File: src/rtl/player_status_pkg.sv
// Shared types and defaults for the SD/WAV player status sequencer.
// The state encoding doubles as the 4-bit code driven to the 7-segment decoder.
package player_status_pkg;

    typedef enum logic [3:0] {
        ST_INIT     = 4'h0,
        ST_WAIT_KEY = 4'h1,
        ST_SEARCH   = 4'h2,
        ST_PLAY     = 4'h3,
        ST_ERROR    = 4'hF
    } state_t;

    localparam int DEBOUNCE_CYCLES_DEF = 1_000_000;
    localparam int SEARCH_TIMEOUT_DEF  = 250_000_000;

    // States that depend on the card being present; losing it here forces ERROR.
    function automatic logic needs_card(input state_t s);
        return (s == ST_WAIT_KEY) || (s == ST_SEARCH) || (s == ST_PLAY);
    endfunction

endpackage

File: src/rtl/key_debounce.sv
// Synchronises the raw active-low key and emits a one-cycle pulse on a
// debounced press (1->0); releases are filtered but produce no pulse.
module key_debounce #(
    parameter int DEBOUNCE_CYCLES = 1_000_000
) (
    input  logic clk,
    input  logic rst_n,
    input  logic key_n,
    output logic key_press
);

    localparam int CW = $clog2(DEBOUNCE_CYCLES + 1);
    localparam logic [CW-1:0] CNT_LAST = CW'(DEBOUNCE_CYCLES - 1);
    localparam logic [CW-1:0] CNT_ONE  = CW'(1);

    logic [1:0]    sync_q, sync_d;
    logic          level_q, level_d;
    logic [CW-1:0] cnt_q, cnt_d;
    logic          press_q, press_d;

    // Counter tracks consecutive samples that disagree with the debounced level;
    // any sample matching the level restarts it.
    always_comb begin
        sync_d  = {sync_q[0], key_n};
        level_d = level_q;
        cnt_d   = '0;
        press_d = 1'b0;
        if (sync_q[1] != level_q) begin
            if (cnt_q == CNT_LAST) begin
                level_d = sync_q[1];
                press_d = level_q & ~sync_q[1];
            end else begin
                cnt_d = cnt_q + CNT_ONE;
            end
        end
    end

    always_ff @(posedge clk or negedge rst_n) begin
        if (!rst_n) begin
            sync_q  <= 2'b11;
            level_q <= 1'b1;
            cnt_q   <= '0;
            press_q <= 1'b0;
        end else begin
            sync_q  <= sync_d;
            level_q <= level_d;
            cnt_q   <= cnt_d;
            press_q <= press_d;
        end
    end

    assign key_press = press_q;

endmodule

File: src/rtl/player_status_fsm.sv
// SD/WAV player sequencer: card init -> wait for key -> search WAV -> play.
// Strobes are registered one-cycle pulses, coincident with the new state_code.
module player_status_fsm
    import player_status_pkg::*;
#(
    parameter int DEBOUNCE_CYCLES = DEBOUNCE_CYCLES_DEF,
    parameter int SEARCH_TIMEOUT  = SEARCH_TIMEOUT_DEF
) (
    input  logic       clk,
    input  logic       rst_n,
    input  logic       key_n,
    input  logic       sd_init_done,
    input  logic       file_found,
    input  logic       play_done,
    output logic       search_start,
    output logic       play_en,
    output logic       sd_reinit,
    output logic [3:0] state_code
);

    localparam int TW = $clog2(SEARCH_TIMEOUT + 1);
    localparam logic [TW-1:0] TMO_LAST = TW'(SEARCH_TIMEOUT - 1);
    localparam logic [TW-1:0] TMO_ONE  = TW'(1);

    state_t        state_q, state_d;
    logic [TW-1:0] tmo_q, tmo_d;
    logic          search_start_q, search_start_d;
    logic          sd_reinit_q, sd_reinit_d;
    logic          play_en_q, play_en_d;
    logic          key_press;

    key_debounce #(
        .DEBOUNCE_CYCLES (DEBOUNCE_CYCLES)
    ) u_key_debounce (
        .clk       (clk),
        .rst_n     (rst_n),
        .key_n     (key_n),
        .key_press (key_press)
    );

    always_comb begin
        state_d        = state_q;
        tmo_d          = '0;
        search_start_d = 1'b0;
        sd_reinit_d    = 1'b0;
        if (needs_card(state_q) && !sd_init_done) begin
            state_d = ST_ERROR;
        end else begin
            case (state_q)
                ST_INIT: begin
                    if (sd_init_done) state_d = ST_WAIT_KEY;
                end
                ST_WAIT_KEY: begin
                    if (key_press) begin
                        state_d        = ST_SEARCH;
                        search_start_d = 1'b1;
                    end
                end
                // A file arriving on the timeout cycle still counts as found.
                ST_SEARCH: begin
                    if (file_found)              state_d = ST_PLAY;
                    else if (tmo_q == TMO_LAST)  state_d = ST_ERROR;
                    else                         tmo_d   = tmo_q + TMO_ONE;
                end
                ST_PLAY: begin
                    if (play_done || key_press) state_d = ST_WAIT_KEY;
                end
                ST_ERROR: begin
                    if (key_press) begin
                        state_d     = ST_INIT;
                        sd_reinit_d = 1'b1;
                    end
                end
                default: state_d = ST_INIT;
            endcase
        end
        play_en_d = (state_d == ST_PLAY);
    end

    always_ff @(posedge clk or negedge rst_n) begin
        if (!rst_n) begin
            state_q        <= ST_INIT;
            tmo_q          <= '0;
            search_start_q <= 1'b0;
            sd_reinit_q    <= 1'b0;
            play_en_q      <= 1'b0;
        end else begin
            state_q        <= state_d;
            tmo_q          <= tmo_d;
            search_start_q <= search_start_d;
            sd_reinit_q    <= sd_reinit_d;
            play_en_q      <= play_en_d;
        end
    end

    assign state_code   = state_q;
    assign search_start = search_start_q;
    assign sd_reinit    = sd_reinit_q;
    assign play_en      = play_en_q;

endmodule
File: config.mk
export PLATFORM = sky130hd
export DESIGN_NAME = player_status_fsm
export DESIGN_NICKNAME = d
export VERILOG_FILES = /design/src/rtl/player_status_pkg.sv /design/src/rtl/key_debounce.sv /design/src/rtl/player_status_fsm.sv
export SDC_FILE = /design/constraint.sdc
export NUM_CORES = 1
export LEC_CHECK = 0
export ABC_AREA = 1
export ABC_CLOCK_PERIOD_IN_PS = 1800
export CORE_MARGIN = 2
export CORE_UTILIZATION = 25
export CTS_BUF_LIST = sky130_fd_sc_hd__clkbuf_8 sky130_fd_sc_hd__clkbuf_16
export CTS_CLUSTER_SIZE = 24
export DETAILED_ROUTE_END_ITERATION = 8
export PLACE_DENSITY = 0.42
export SLEW_MARGIN = 5
export SYNTH_ARGS = -nofsm -noshare
export SYNTH_HDL_FRONTEND = slang
export SYNTH_HIERARCHICAL = 1
export SYNTH_SLANG_ARGS = --single-unit
export TNS_END_PERCENT = 30
File: constraint.sdc
create_clock -name clk -period 1.8 [get_ports clk]
set_clock_uncertainty 0.2 [all_clocks]
set_input_delay 0.45 -clock clk [delete_from_list [all_inputs] [get_ports clk]]
set_output_delay 0.45 -clock clk [all_outputs]
set_load 0.02 [all_outputs]
==> results list <==
* Post-synthesis share of cell area spent on xor and xnor gates: 4.978%
- Post-Synthesis Net Count: 453
- Static timing analysis puts the maximum clock frequency at 555.1 MHz.
- Summed over all layers, the routed wires come to 8.001 mm.
- The count of final hold-check violations came to 0.
- Synth Area in Simple Gates: 40.61%
- A synthesized cell averages 7.530 sq um.
- The count of buffers added on input and output ports is 12.
- Total track usage: 12.24%
- Yosys Warn Count: 6
* Number of I/O pins: 13
- The number of antenna violations at the first check in global routing is 0.
- TritonCTS built the clock tree.
* Register area share after synthesis: 44.27%
- Detail-routed net length per standard cell: 11.78 microns
* Net count of the finished layout: 509
- At the end of routability-driven placement, the weighted congestion stood at 0.8015.
- The run finished, with violations left.
* 1st-iter DRT viols: 215
- The biggest area contributor in the post-synthesis netlist is sky130_fd_sc_hd__dfrtp_1.
* Part of the cycle the worst path needs: 100.1%
- Arrival time worst endpoint: 1830 ps
* Source-to-sink clock delay at the later pin of the worst-skew pair: 330 ps
- Flip-flop and latch count after synthesis: 59
- Sinks on the clock net: 59
- Total global routing overflow: 0
* Register clock-pin slew on the reported worst setup and hold paths: 50 ps
- Unique masters post-synth: 32
- Final min period: 1801 ps
- For this run, design rule violations remaining after detail routing come to 0.
- CTS built an H-tree with a depth of 3.
- Fraction of the mapped netlist area in compound gates: 2.582%
- Along the worst path, the maximum fanout reaches 4.
* Critical path type: flop to flop
- Setup repair after global routing missed its margin: yes
- The worst hold path belongs to the class flop to flop.
- Number of core rows: 42
- Nature of the critical path endpoint: flop
- Via count: 2878
- Summing every instance area after synthesis gives 0.003343 sq mm.
* Largest cells by area after synthesis: sky130_fd_sc_hd__dfrtp_1 42%, sky130_fd_sc_hd__nor2_1 13%, sky130_fd_sc_hd__nand2_1 11%
- Root Buffer: sky130_fd_sc_hd__clkbuf_16
* Inserted Clock Buffers: 9
* Final setup TNS: -1.409 ps
- Starting utilization of the core area: 25.45%
- Prior to clock tree synthesis, the placed netlist has a worst setup slack of -141.5 ps.
- In this run the remaining antenna-violating nets after routing total 0.
- Die boundary width: 119.6 microns
- Pins over their slew limit: 0
* Worst Setup Slack, final: -1.409 ps
* Length of the first detailed-routing pass in iterations: 4
- Vias in the first global route: 2876
- Peak supply drop: 442.7 uV
* Max-slew headroom at the worst pin: 71.75%
- Max Root-Sink Buffers: 2
- Data required time of the worst path: 1820 ps
* Arithmetic-cell share of the synthesized area counting full adders, half adders and majority gates: 1.123%
- Setup-violating endpoint count in the final report: 1
- The final reports fail on negative setup slack.
* Overall die height: 119.6 microns
- Diode count: 0
- Using the TritonRoute via totals, the vias-per-cell ratio works out to 4.239.
* First-pass GRT wire length: 13.81 mm
- After synthesis, the largest family of logic cells by area is simple AND/OR/NAND/NOR gates.
- Pin count of the biggest net entering global routing: 17
- Kind of launch point of the worst setup path: flop
* Floorplan die area: 0.01431 sq mm
* Top cell type's share of synthesized area: 41.92%
- Worst slew pin tran: 423.7 ps
- The post-route netlist has 19.88% of its cells at a drive strength greater than 1.
* Placeable core region: 0.01314 sq mm
* Number of maximum-capacitance violations: 0
- Post-DP HPWL: 6.203 mm
- From synthesis to final layout, the design area changed by 28.67%.
- The analysis attributes to cell leakage a power of 1.817 nW.
- Multiplexer cells account for 0% of the synthesized area.
- Pwr dens: 720.6 mW/mm^2
- Number of instances in the synthesized netlist: 444
## cells in the mapped netlist
master	number
sky130_fd_sc_hd__a21oi_1	6
sky130_fd_sc_hd__a31oi_1	2
sky130_fd_sc_hd__buf_2	1
sky130_fd_sc_hd__buf_4	1
sky130_fd_sc_hd__buf_6	1
sky130_fd_sc_hd__dfrtp_1	56
sky130_fd_sc_hd__dfstp_2	3
sky130_fd_sc_hd__ha_1	3
sky130_fd_sc_hd__inv_1	47
sky130_fd_sc_hd__inv_2	4
sky130_fd_sc_hd__nand2_1	94
sky130_fd_sc_hd__nand2_2	9
sky130_fd_sc_hd__nand2_4	1
sky130_fd_sc_hd__nand3_1	29
sky130_fd_sc_hd__nand3_2	4
sky130_fd_sc_hd__nand3b_1	1
sky130_fd_sc_hd__nand3b_4	1
sky130_fd_sc_hd__nand4_1	11
sky130_fd_sc_hd__nor2_1	112
sky130_fd_sc_hd__nor2_2	8
sky130_fd_sc_hd__nor2_4	6
sky130_fd_sc_hd__nor3_1	12
sky130_fd_sc_hd__nor3_2	2
sky130_fd_sc_hd__nor3_4	1
sky130_fd_sc_hd__nor3b_1	2
sky130_fd_sc_hd__o211ai_1	1
sky130_fd_sc_hd__o21ai_0	3
sky130_fd_sc_hd__o21ai_1	2
sky130_fd_sc_hd__o21bai_2	1
sky130_fd_sc_hd__or2_2	1
sky130_fd_sc_hd__xnor2_1	5
sky130_fd_sc_hd__xor2_1	14
## worst max-delay path, stage by stage (launching register included)
cell and delay (ps):
sky130_fd_sc_hd__dfrtp_1 350, sky130_fd_sc_hd__ha_2 220, sky130_fd_sc_hd__nand3_4 100, sky130_fd_sc_hd__nor2_4 150
sky130_fd_sc_hd__nand4_1 200, sky130_fd_sc_hd__nor2_2 240, sky130_fd_sc_hd__nand4_1 110, sky130_fd_sc_hd__nand2_1 80
sky130_fd_sc_hd__inv_1 30
## routing by layer
layer | vias up | wire length (microns) | share of wire (%) | track usage (%)
li1 | 1508 | - | - | -
met1 | 1320 | 3776 | 47 | 15.23
met2 | 38 | 3865 | 48 | 20.64
met3 | 12 | 253 | 3.2 | 3.565
met4 | 0 | 106 | 1.3 | 3.456
met5 | - | 0 | 0 | 0
## report_power, final
part / switching [mW] / internal [mW] / total (mW) / leakage [nW]
sequential: 0.00588 / 1.34 / 1.34 / 0.787
combinational: 0.0514 / 0.0381 / 0.0896 / 0.884
clock: 0.585 / 1.08 / 1.67 / 0.145
total: 0.642 / 2.46 / 3.10 / 1.82
## placed cells by master (no fill, tap or decap), types with 9 or more instances in the layout
master	synthesis	routed
sky130_fd_sc_hd__nand2_2	9	10
sky130_fd_sc_hd__nor3_1	12	12
sky130_fd_sc_hd__inv_1	47	48
sky130_fd_sc_hd__nand2_1	94	91
sky130_fd_sc_hd__nand4_1	11	11
sky130_fd_sc_hd__nor2_1	112	110
sky130_fd_sc_hd__xor2_1	14	14
sky130_fd_sc_hd__dfrtp_1	56	54
sky130_fd_sc_hd__clkbuf_16	0	9
sky130_fd_sc_hd__buf_4	1	32
sky130_fd_sc_hd__nand3_1	29	28
## final cells by class
cell class              count  area, sq um
inverters                  51        193.9
repair buffers             48        412.9
flip-flops and latches     59         1483
clock inverters             4        43.79
fillers                  1417         8836
multi-input cells         331         1709
clock buffers              10        239.0
well taps                 176        220.2
## per-stage QoR
stage	utilization, %	hold slack, ps	area [sq um]	total power, mW	cells
floorplan	-	-45.59	3343	1.386	444
global placement	30.05	146.3	3948	1.455	663
detailed placement	30.05	146.8	3948	1.457	663
CTS	32.27	154.3	4239	3.148	678
global route	32.74	158.9	4302	3.228	679
finish	32.74	153.7	4302	3.100	679
## timing repair
action,CTS,global route
pin swaps,0,3
buffers inserted,0,1
endpoints found under the hold margin,10,0
hold buffers,1,0
gates resized for setup,9,19
endpoints found under the setup margin,12,36
## cell families (layout without fill, tap and decap cells)
group | after synthesis | count (layout)
xor gates and xnor gates | 19 | 19
buffers and inverters | 54 | 113
AOI/OAI and AO/OA | 15 | 15
and+or+nand+nor | 294 | 294
adders and majority gates | 3 | 3
DFF | 59 | 59
## registers in the layout, summed over array words and instances (netlist names)
register,flops
search_start,1
u_key_debounce/level_q,1
u_key_debounce/key_press,1
play_en,1
tmo_q,28
u_key_debounce/cnt_q,20
sd_reinit,1
state_code,4
u_key_debounce/sync_q,2
## path summary, 6_finish.rpt
check                                            to  depth (start not counted)  slack (ps)                      from
max                                       tmo_q[26]                          8          -1                  tmo_q[0]
min                        u_key_debounce/sync_q[1]                          0         150  u_key_debounce/sync_q[0]
max reg2reg                               tmo_q[26]                          8          -1                  tmo_q[0]
min reg2reg                u_key_debounce/sync_q[1]                          0         150  u_key_debounce/sync_q[0]
max in group asynchronous  u_key_debounce/sync_q[0]                          3         500                     rst_n
min in group asynchronous                 tmo_q[19]                          2         400                     rst_n
(Power assumes the default switching activity.)
